File: src/rtl/lsu_pkg.sv
// ----------------------------------------------------------------------------
// lsu_pkg
// Shared definitions for the load/store unit: FSM state encoding, RV32
// funct3 size/sign codes, the decoded access size, and small decode helpers
// used by both the FSM (lsu) and the lane datapath (lsu_align).
// ----------------------------------------------------------------------------
package lsu_pkg;

    typedef enum logic [2:0] {
        S_IDLE  = 3'd0,
        S_READ  = 3'd1,
        S_RWAIT = 3'd2,
        S_WRITE = 3'd3,
        S_RESP  = 3'd4
    } state_t;

    localparam logic [2:0] F3_B  = 3'b000;
    localparam logic [2:0] F3_H  = 3'b001;
    localparam logic [2:0] F3_W  = 3'b010;
    localparam logic [2:0] F3_BU = 3'b100;
    localparam logic [2:0] F3_HU = 3'b101;

    typedef enum logic [1:0] {
        SZ_B = 2'd0,
        SZ_H = 2'd1,
        SZ_W = 2'd2
    } size_t;

    // Bit 2 only carries signedness, so the size comes from bits [1:0];
    // the reserved codes 011/110/111 therefore fall through to word.
    function automatic size_t decodeSize(input logic [2:0] f3);
        size_t sz;
        case ({1'b0, f3[1:0]})
            F3_B:    sz = SZ_B;
            F3_H:    sz = SZ_H;
            F3_W:    sz = SZ_W;
            default: sz = SZ_W;
        endcase
        return sz;
    endfunction

    function automatic logic isUnsignedLoad(input logic [2:0] f3);
        return (f3 == F3_BU) || (f3 == F3_HU);
    endfunction

    function automatic logic isMisaligned(input size_t sz, input logic [1:0] lane);
        logic mis;
        case (sz)
            SZ_H:    mis = lane[0];
            SZ_W:    mis = (lane != 2'b00);
            default: mis = 1'b0;
        endcase
        return mis;
    endfunction

endpackage

File: src/rtl/lsu_align.sv
// ----------------------------------------------------------------------------
// lsu_align
// Purely combinational lane datapath for the load/store unit.
//   i_size      : decoded access size (byte / half / word)
//   i_unsigned  : zero-extend loads instead of sign-extending
//   i_lane      : byte offset within the word (addr[1:0])
//   i_rdata     : word read from memory
//   i_wdata     : store data from the requester (low bits for sub-word)
//   o_load_data : selected lane, extended to 32 bits
//   o_merged    : read word with the addressed lane replaced by store data
// Halfword lanes use only lane[1], so an odd half address is naturally
// force-aligned when misalignment trapping is not built in.
// ----------------------------------------------------------------------------
module lsu_align
    import lsu_pkg::*;
(
    input  size_t       i_size,
    input  logic        i_unsigned,
    input  logic [1:0]  i_lane,
    input  logic [31:0] i_rdata,
    input  logic [31:0] i_wdata,
    output logic [31:0] o_load_data,
    output logic [31:0] o_merged
);

    logic [7:0]  w_byte;
    logic [15:0] w_half;

    always_comb begin
        w_byte = i_rdata[7:0];
        case (i_lane)
            2'd1:    w_byte = i_rdata[15:8];
            2'd2:    w_byte = i_rdata[23:16];
            2'd3:    w_byte = i_rdata[31:24];
            default: w_byte = i_rdata[7:0];
        endcase
        w_half = i_lane[1] ? i_rdata[31:16] : i_rdata[15:0];
    end

    always_comb begin
        o_load_data = i_rdata;
        case (i_size)
            SZ_B:    o_load_data = {{24{~i_unsigned & w_byte[7]}}, w_byte};
            SZ_H:    o_load_data = {{16{~i_unsigned & w_half[15]}}, w_half};
            default: o_load_data = i_rdata;
        endcase
    end

    always_comb begin
        o_merged = i_wdata;
        case (i_size)
            SZ_B: begin
                o_merged = i_rdata;
                case (i_lane)
                    2'd1:    o_merged[15:8]  = i_wdata[7:0];
                    2'd2:    o_merged[23:16] = i_wdata[7:0];
                    2'd3:    o_merged[31:24] = i_wdata[7:0];
                    default: o_merged[7:0]   = i_wdata[7:0];
                endcase
            end
            SZ_H: begin
                o_merged = i_rdata;
                if (i_lane[1]) o_merged[31:16] = i_wdata[15:0];
                else           o_merged[15:0]  = i_wdata[15:0];
            end
            default: o_merged = i_wdata;
        endcase
    end

endmodule

File: src/rtl/lsu.sv
// ----------------------------------------------------------------------------
// lsu
// Load/store unit: accepts one RV32 load or store from the memory stage and
// drives a word-wide, 1-cycle-latency data memory with no byte enables.
// Sub-word stores are done as read-modify-write.
//   i_clk, i_rst_n      : clock, asynchronous active-low reset
//   i_req_valid/o_req_ready, i_req_store, i_req_funct3, i_req_addr,
//   i_req_wdata         : request handshake and fields
//   o_resp_valid, o_resp_rdata, o_resp_misaligned : one-cycle completion
//   o_mem_addr, o_mem_rd_en, o_mem_wr_en, o_mem_wdata, i_mem_rdata :
//                         data memory port
// Build option: LSU_MISALIGN_TRAP_EN - when defined, misaligned half/word
// accesses are suppressed and reported; otherwise they are force-aligned.
// ----------------------------------------------------------------------------
module lsu
    import lsu_pkg::*;
(
    input  logic        i_clk,
    input  logic        i_rst_n,
    input  logic        i_req_valid,
    output logic        o_req_ready,
    input  logic        i_req_store,
    input  logic [2:0]  i_req_funct3,
    input  logic [31:0] i_req_addr,
    input  logic [31:0] i_req_wdata,
    output logic        o_resp_valid,
    output logic [31:0] o_resp_rdata,
    output logic        o_resp_misaligned,
    output logic [31:0] o_mem_addr,
    output logic        o_mem_rd_en,
    output logic        o_mem_wr_en,
    output logic [31:0] o_mem_wdata,
    input  logic [31:0] i_mem_rdata
);

    state_t      r_state;
    logic        r_store;
    size_t       r_size;
    logic        r_unsigned;
    logic [1:0]  r_lane;
    logic [31:0] r_wdata;
    logic        r_resp_valid;
    logic [31:0] r_resp_rdata;
    logic        r_resp_misaligned;
    logic [31:0] r_mem_addr;
    logic        r_mem_rd_en;
    logic        r_mem_wr_en;
    logic [31:0] r_mem_wdata;

    size_t       w_req_size;
    logic        w_misaligned;
    logic [31:0] w_load_data;
    logic [31:0] w_merged;

    assign w_req_size = decodeSize(i_req_funct3);

`ifdef LSU_MISALIGN_TRAP_EN
    assign w_misaligned = isMisaligned(w_req_size, i_req_addr[1:0]);
`else
    assign w_misaligned = 1'b0;
`endif

    lsu_align u_align (
        .i_size      (r_size),
        .i_unsigned  (r_unsigned),
        .i_lane      (r_lane),
        .i_rdata     (i_mem_rdata),
        .i_wdata     (r_wdata),
        .o_load_data (w_load_data),
        .o_merged    (w_merged)
    );

    // Strobes and resp_valid default low each cycle so they are only high
    // in the single state that sets them.
    always_ff @(posedge i_clk or negedge i_rst_n) begin
        if (!i_rst_n) begin
            r_state           <= S_IDLE;
            r_store           <= 1'b0;
            r_size            <= SZ_B;
            r_unsigned        <= 1'b0;
            r_lane            <= 2'b00;
            r_wdata           <= 32'h0;
            r_resp_valid      <= 1'b0;
            r_resp_rdata      <= 32'h0;
            r_resp_misaligned <= 1'b0;
            r_mem_addr        <= 32'h0;
            r_mem_rd_en       <= 1'b0;
            r_mem_wr_en       <= 1'b0;
            r_mem_wdata       <= 32'h0;
        end else begin
            r_resp_valid <= 1'b0;
            r_mem_rd_en  <= 1'b0;
            r_mem_wr_en  <= 1'b0;
            case (r_state)
                S_IDLE: begin
                    if (i_req_valid) begin
                        r_store           <= i_req_store;
                        r_size            <= w_req_size;
                        r_unsigned        <= isUnsignedLoad(i_req_funct3);
                        r_lane            <= i_req_addr[1:0];
                        r_wdata           <= i_req_wdata;
                        r_mem_addr        <= {i_req_addr[31:2], 2'b00};
                        r_resp_rdata      <= 32'h0;
                        r_resp_misaligned <= w_misaligned;
                        if (w_misaligned) begin
                            r_resp_valid <= 1'b1;
                            r_state      <= S_RESP;
                        end else if (i_req_store && (w_req_size == SZ_W)) begin
                            r_mem_wdata <= i_req_wdata;
                            r_mem_wr_en <= 1'b1;
                            r_state     <= S_WRITE;
                        end else begin
                            r_mem_rd_en <= 1'b1;
                            r_state     <= S_READ;
                        end
                    end
                end
                S_READ: begin
                    r_state <= S_RWAIT;
                end
                S_RWAIT: begin
                    if (r_store) begin
                        r_mem_wdata <= w_merged;
                        r_mem_wr_en <= 1'b1;
                        r_state     <= S_WRITE;
                    end else begin
                        r_resp_rdata <= w_load_data;
                        r_resp_valid <= 1'b1;
                        r_state      <= S_RESP;
                    end
                end
                S_WRITE: begin
                    r_resp_valid <= 1'b1;
                    r_state      <= S_RESP;
                end
                S_RESP: begin
                    r_resp_misaligned <= 1'b0;
                    r_state           <= S_IDLE;
                end
                default: begin
                    r_state <= S_IDLE;
                end
            endcase
        end
    end

    assign o_req_ready       = (r_state == S_IDLE);
    assign o_resp_valid      = r_resp_valid;
    assign o_resp_rdata      = r_resp_rdata;
    assign o_resp_misaligned = r_resp_misaligned;
    assign o_mem_addr        = r_mem_addr;
    assign o_mem_rd_en       = r_mem_rd_en;
    assign o_mem_wr_en       = r_mem_wr_en;
    assign o_mem_wdata       = r_mem_wdata;

endmodule

File: config.mk
export PLATFORM = sky130hd
export DESIGN_NAME = lsu
export DESIGN_NICKNAME = d
export VERILOG_FILES = /design/src/rtl/lsu_pkg.sv /design/src/rtl/lsu_align.sv /design/src/rtl/lsu.sv
export SDC_FILE = /design/constraint.sdc
export NUM_CORES = 1
export LEC_CHECK = 0
export ABC_CLOCK_PERIOD_IN_PS = 2600
export BUFFER_PORTS_ARGS = -buffer_cell sky130_fd_sc_hd__buf_2
export CAP_MARGIN = 0
export CORE_MARGIN = 4
export CORE_UTILIZATION = 52
export DETAILED_ROUTE_END_ITERATION = 6
export GPL_TIMING_DRIVEN = 0
export PLACE_DENSITY = 0.8
export REMOVE_ABC_BUFFERS = 1
export SETUP_SLACK_MARGIN = 0.02
export SLEW_MARGIN = 20
export SYNTH_ARGS = -nofsm -noshare
export SYNTH_HDL_FRONTEND = slang
export SYNTH_SLANG_ARGS = --single-unit
File: constraint.sdc
create_clock -name i_clk -period 2.6 [get_ports i_clk]
set_clock_uncertainty 0.15 [all_clocks]
set_input_delay 0.26 -clock i_clk [delete_from_list [all_inputs] [get_ports i_clk]]
set_output_delay 0.26 -clock i_clk [all_outputs]
set_load 0.02 [all_outputs]
==> results of run 1 <==
-- placed cells by master, fill, tap and decap left out, types with 7 or more instances in the layout --
cell type	instances
o21ai_0	30
nor2b_1	7
a221o_1	16
a221oi_1	17
a21oi_1	16
mux2i_1	39
clkbuf_16	17
nand3_1	8
nor2_1	42
dlygate4sd3_1	80
buf_2	206
nand3b_1	9
o211a_1	8
nand2_1	251
buf_4	9
dfrtp_1	136
a32oi_1	8
o21ai_1	10
a22o_1	17
o211ai_1	24
-- timing repair --
item                       in CTS  in global routing
hold buffers                   80                  0
gates resized for setup         7                  5
setup endpoints to repair      50                 43
gates cloned                    2                  0
hold endpoints to repair      174                  0
setup buffers                   3                  6
pin swaps                       2                  1
-- kinds of logic (layout without fill, tap and decap cells) --
group | after synthesis | in the layout | share of synthesized area (%)
compound gates | 169 | 170 | 18.2
buf+inv | 68 | 342 | 4.78
flops | 138 | 138 | 49.6
mux | 42 | 42 | 6.42
other cells | 1 | 3 | 0.0539
simple gates | 341 | 341 | 20.9
-- stage by stage --
step           TNS (ps)  worst slack, ps
2_1_floorplan   -477280            -6520
3_3_place_gp   -1138630           -14440
3_5_place_dp     -13230             -523
4_1_cts               0             61.6
5_1_grt               0             31.3
6_report              0             48.6
-- state kept, by name (all words and copies together), names as in the netlist --
register / flops
o_mem_wdata: 32
o_resp_rdata: 32
r_wdata: 32
o_mem_addr: 30
r_state: 3
r_lane: 2
r_size: 2
o_mem_rd_en: 1
o_mem_wr_en: 1
o_resp_valid: 1
r_store: 1
r_unsigned: 1
-- area by class of cell --
cell class	count	area [sq um]	area share [%]
clock buffer	17	425	4.38
multi-input combinational	556	3270	33.7
tap	176	220	2.27
inverter	4	18.8	0.193
timing repair buffer	305	2120	21.9
clock inverter	15	175	1.81
timing repair inverter	1	5.00	0.0516
sequential	138	3460	35.7
-- final timing paths --
check	from	to	slack [ps]	cells past startpoint
worst min register to register	o_mem_addr[17]	o_mem_addr[17]	320	2
worst max register to register	r_size[1]	o_mem_wdata[14]	50	4
min in group asynchronous	i_rst_n	o_mem_addr[29]	290	2
worst min-delay path	i_req_valid	r_state[0]	20	3
worst max-delay path	r_size[1]	o_mem_wdata[14]	50	4
max in group asynchronous	i_rst_n	r_size[1]	1270	3
-- worst max-delay path: cells and delay by family, from the launching register on --
| family | cells | cell delay, ps |
|---|---|---|
| compound gates | 2 | 470 |
| buf+inv | 1 | 470 |
| flops | 1 | 790 |
| simple gates | 1 | 530 |
-- routing by layer --
metal | track usage, % | vias to the layer above
met5 | 0 | -
met4 | 15.2 | 0
met3 | 7.45 | 68
met2 | 48.9 | 440
met1 | 40.3 | 3354
li1 | - | 3181
-- power groups by stage --
stage	combinational (mW)	sequential, mW	clock [mW]
finish	5.67	4.06	2.50
global route	6.14	4.16	2.60
CTS	5.53	3.99	2.50
detailed placement	5.34	3.97	0
global placement	4.76	3.91	0
floorplan	2.64	4.55	0
==> results.ini, run 1 <==
[logic_synthesis]
yosysWarnings=0
yosysTopAreaCellShare_pct=49.6
synth-edff-count=0
syn_inst=759
synth_area_sq_um=6960
synthFlopType=dfrtp_1
ys_seq_area_share_pct=49.6
yosysMostFrequentCell=nand2_1
ys_async_sr_fraction_pct=100
synth_common_cells=252 x nand2_1, 138 x dfrtp_1, 42 x nor2_1
ys_top_cells_by_area=dfrtp_1 50%, nand2_1 14%, mux2i_1 5.6%
synth_top_area_cell=dfrtp_1
ys_types=54
synth.ff_latch_count=138
synth_area_per_cell_sq_um=9.17

[critical_path]
cp_cell_sequence=clkinvlp_4 > nand2_2 > o211ai_1 > a22o_1
worst_setup_path_end_kind=flop
critPathSlowestCell=dfrtp_4
worstPathArrival_ps=2720
path_class=reg -> reg
startpoint_type=flop
max_stage_delay_ps=790
cp.required_ps=2770
worstPathMaxFanout=41

[place]
placed_area_sq_um=8130
dpl.hpwl_um=14800
io_buffers=200
dpl.cell_count=1089
gp_congestion=0.828

[layout]
drive_gt1_share_pct=27.3
fillers=914
nets=1126
diodes=0
final_cells=1212
area_delta_synth_final_pct=39.4
final_core_util_pct=73.6
design_area_sq_um=9700

[run_status]
outcome=finished clean

[cts]
numClockSinks=138
clock_latency_ps=430
cts_tree=built
cts_root_buf=clkbuf_16
clkTransAtPathRegs_ps=60
clock_path_buffers=2
h-tree-depth=4
numCtsBuffers=17

[sta]
post-route-period-util_pct=98.1
period_minus_slack_ps=2550
rsz0062_at_grt=false
setup_violations=0
timing.fmax_mhz=392
slew_viol_final=0
slew_headroom_pct=40.4
tightest_slew_ps=893
fin_hold_ws_ps=18.2
hold_viol_final=0

[floorplan]
core_area_sq_um=13200
die-area_sq_um=15300
initial_core_util_pct=52.8
chipWidth_um=124
num_rows=42
io_pins=204
die_y_um=124

[pwr]
power_mw=12.2
vdd_ir_drop_max_uv=784
p_clk_share_pct=20.4
p_per_area_nw_per_um2=1260
combPwrFrac_pct=46.4
netSwitchingPower_mw=5.44
leakagePower_nw=4.89
p_int_mw=6.79
pwr-share-seq_pct=33.2
swShare_pct=44.5

[drt]
drc=0
first_iter_violations=710
wl_met2_um=11200
dr_wl_met3_um=2520
vias=7043
routedWlPerCell_um=19.6
via_per_inst=5.81
wl_met1_um=9240
top_layer=met4
finalWirelength_um=23800
first_pass_iters=6
postRouteAntennaNets=0

[global_routing]
overflow=0
grt_pass1_vias=6883
track_usage_pct=31.0
grt_pass1_wl_um=36500
grt_max_degree=83
antenna_found_initial=0

[min_path]
hold_path.class=in -> reg

[job]
drv_cap=0

(Power assumes the default switching activity.)
==> run 2: changes to the inputs <==
--- a/config.mk
+++ b/config.mk
@@ -8,14 +8,15 @@
 export ABC_CLOCK_PERIOD_IN_PS = 2600
 export BUFFER_PORTS_ARGS = -buffer_cell sky130_fd_sc_hd__buf_2
 export CAP_MARGIN = 0
+export CORE_ASPECT_RATIO = 1.75
 export CORE_MARGIN = 4
 export CORE_UTILIZATION = 52
 export DETAILED_ROUTE_END_ITERATION = 6
 export GPL_TIMING_DRIVEN = 0
-export PLACE_DENSITY = 0.8
+export PLACE_DENSITY = 0.9
 export REMOVE_ABC_BUFFERS = 1
 export SETUP_SLACK_MARGIN = 0.02
-export SLEW_MARGIN = 20
+export SLEW_MARGIN = 0
 export SYNTH_ARGS = -nofsm -noshare
 export SYNTH_HDL_FRONTEND = slang
 export SYNTH_SLANG_ARGS = --single-unit
==> results.ini, run 2 (synthesis results as in run 1) <==
[run_status]
outcome=finished clean

[layout]
nets=1121  ; -0.44%
final_common_cell=nand2_1
multiInputGateArea_sq_um=3270  ; unchanged
area_delta_synth_final_pct=38.6
drive_gt1_share_pct=26.8  ; -0.52 points
seq_area_sq_um=3460  ; unchanged
final_cells=1205  ; -0.58%
mostFrequentLayoutCells=251 x nand2_1, 199 x buf_2, 136 x dfrtp_1, 81 x dlygate4sd3_1, 42 x nor2_1
fillers=850  ; -7.0%
design_area_sq_um=9650  ; -0.53%

[global_routing]
grt_pass1_vias=7452  ; +8.3%
track_usage_pct=34.3  ; +3.3 points
grt_max_degree=86  ; +3.6%
antenna_found_initial=4  ; +4
grt_pass1_wl_um=40500  ; +11%
overflow=0  ; unchanged

[place]
dpl.cell_count=1079  ; -0.92%
dpl.hpwl_um=15200  ; +2.8%
placed_area_sq_um=8050  ; -0.94%
io_buffers=200  ; unchanged
post-place-ws_ps=-1260  ; -733 ps
gp_congestion=0.866  ; +4.6%

[cts]
clkTransAtPathRegs_ps=70  ; about the same
clock_latency_ps=430  ; about the same
numCtsBuffers=17  ; unchanged
clock_path_buffers=2  ; unchanged
numClockSinks=138  ; unchanged
h-tree-depth=4  ; unchanged
cts_tree=built
cts_root_buf=clkbuf_16

[critical_path]
cp.required_ps=2750  ; -20 ps
max_stage_delay_ps=560  ; -230 ps
cp_cell_sequence=nor2b_1 > o21ai_4 > buf_16 > nor3_4 > buf_4 > a221o_1
path_class=reg -> reg
startpoint_type=flop
critPathSlowestCell=dfrtp_1
worstPathArrival_ps=2620  ; -100 ps
worstPathMaxFanout=25  ; -39%
worst_setup_path_end_kind=flop

[drt]
postRouteAntennaNets=0  ; unchanged
vias=7412  ; +5.2%
via_per_inst=6.15  ; +5.9%
finalWirelength_um=25800  ; +8.5%
first_pass_iters=6  ; unchanged
first_iter_violations=870  ; +23%
routedWlPerCell_um=21.4  ; +9.1%
drc=0  ; unchanged

[pwr]
pwr-share-seq_pct=32.8  ; -0.4 points
leakagePower_nw=4.86  ; -0.62%
vdd_ir_drop_max_uv=686  ; -12%
netSwitchingPower_mw=5.64  ; +3.6%
combPwrFrac_pct=46.6  ; +0.2 points
p_clk_share_pct=20.6  ; +0.2 points
swShare_pct=45.2  ; +0.68 points
p_int_mw=6.84  ; +0.81%
p_per_area_nw_per_um2=1290  ; +2.6%

[floorplan]
num_rows=55  ; +31%
die_y_um=161  ; +30%
initial_core_util_pct=53.5  ; +0.75 points
die-area_sq_um=15400  ; +0.48%
io_pins=204  ; unchanged
core_area_sq_um=13000  ; -1.4%
chipWidth_um=95.5  ; -23%

[sta]
timing.fmax_mhz=405  ; +3.3%
fin_hold_ws_ps=18.1  ; -0.161 ps
post-route-period-util_pct=95.0  ; -3.1 points
slew_viol_final=0  ; unchanged
period_minus_slack_ps=2470  ; -81.0 ps
rsz0062_at_grt=false
tightest_slew_ps=944  ; +50.4 ps
timing.final.ws_setup_ps=130  ; +81.0 ps
slew_headroom_pct=37.0  ; -3.4 points
hold_viol_final=0  ; unchanged
setup_violations=0  ; unchanged

[job]
drv_cap=0  ; unchanged

[min_path]
hold_path.class=in -> reg

==> run 2: cell types whose count changed in the layout (fill, tap and decap cells not counted), sizes merged <==
cell / change
bufinv: +1
dlygate4sd3: +1
inv: -1
clkinv: -1
diode: +4
a21boi: -1
clkbuf: +2
buf: -5
clkinvlp: -2
==> run 2: power by group through the flow <==
| stage | combinational (mW) | sequential (mW) | clock (mW) |
|---|---|---|---|
| after floorplan | 2.64 | 4.55 | 0 |
| after global placement | 4.84 | 3.88 | 0 |
| after detailed placement | 5.35 | 3.96 | 0 |
| after CTS | 5.54 | 3.98 | 2.57 |
| after global routing | 6.21 | 4.19 | 2.68 |
| final | 5.82 | 4.09 | 2.57 |
==> run 2: layout make-up <==
type | count | area share (%)
Sequential cell | 138 | 35.9
Clock buffer | 19 | 4.59
Tap cell | 171 | 2.22
Timing Repair Buffer | 301 | 21.3
Timing Repair inverter | 1 | 0.0519
Clock inverter | 12 | 1.79
Inverter | 4 | 0.194
Antenna cell | 4 | 0.104
Multi-Input combinational cell | 555 | 33.9
==> run 2: worst max-delay path: cells and delay by family (launching register included) <==
family	cells	cell delay, ps
buffers and inverters	2	430
flip-flops	1	560
AO/OA/AOI/OAI	2	830
AND/OR/NAND/NOR	2	350
==> run 2: per-stage QoR <==
| stage | power, mW | TNS (ps) | util (%) |
|---|---|---|---|
| finish | 12.5 | 0 | 74.2 |
| global route | 13.1 | 0 | 74.2 |
| CTS | 12.1 | 0 | 73.6 |
| detailed placement | 9.30 | -53160 | 61.9 |
| global placement | 8.72 | -1099950 | 60.5 |
| floorplan | 7.19 | -477280 | - |
==> run 2: path summary, 6_finish.rpt <==
kind                            startpoint          endpoint  slack (ps)  cells after the start
setup / recovery                r_state[1]  o_resp_rdata[22]         130                      6
hold / removal             i_mem_rdata[26]  o_resp_rdata[26]          20                      2
setup reg to reg                r_state[1]  o_resp_rdata[22]         130                      6
hold reg to reg              o_mem_addr[8]     o_mem_addr[8]         330                      2
max in group asynchronous          i_rst_n         r_size[1]        1280                      3
min in group asynchronous          i_rst_n   o_resp_rdata[4]         210                      2
==> run 2: routing by layer <==
metal | vias up | track usage [%] | wire (um)
met5 | - | 0 | 0
met4 | 0 | 22.0 | 1910
met3 | 172 | 7.88 | 2600
met2 | 593 | 54.7 | 12500
met1 | 3464 | 41.0 | 8820
li1 | 3183 | - | -
==> run 2: what timing repair did <==
item                       in CTS  in global routing
hold buffers                   81                  0
pin swaps                       2                  2
gates resized for setup        11                  6
buffers inserted                4                  5
setup endpoints to repair      65                 42
hold endpoints to repair      142                  0
gates cloned                    1                  0
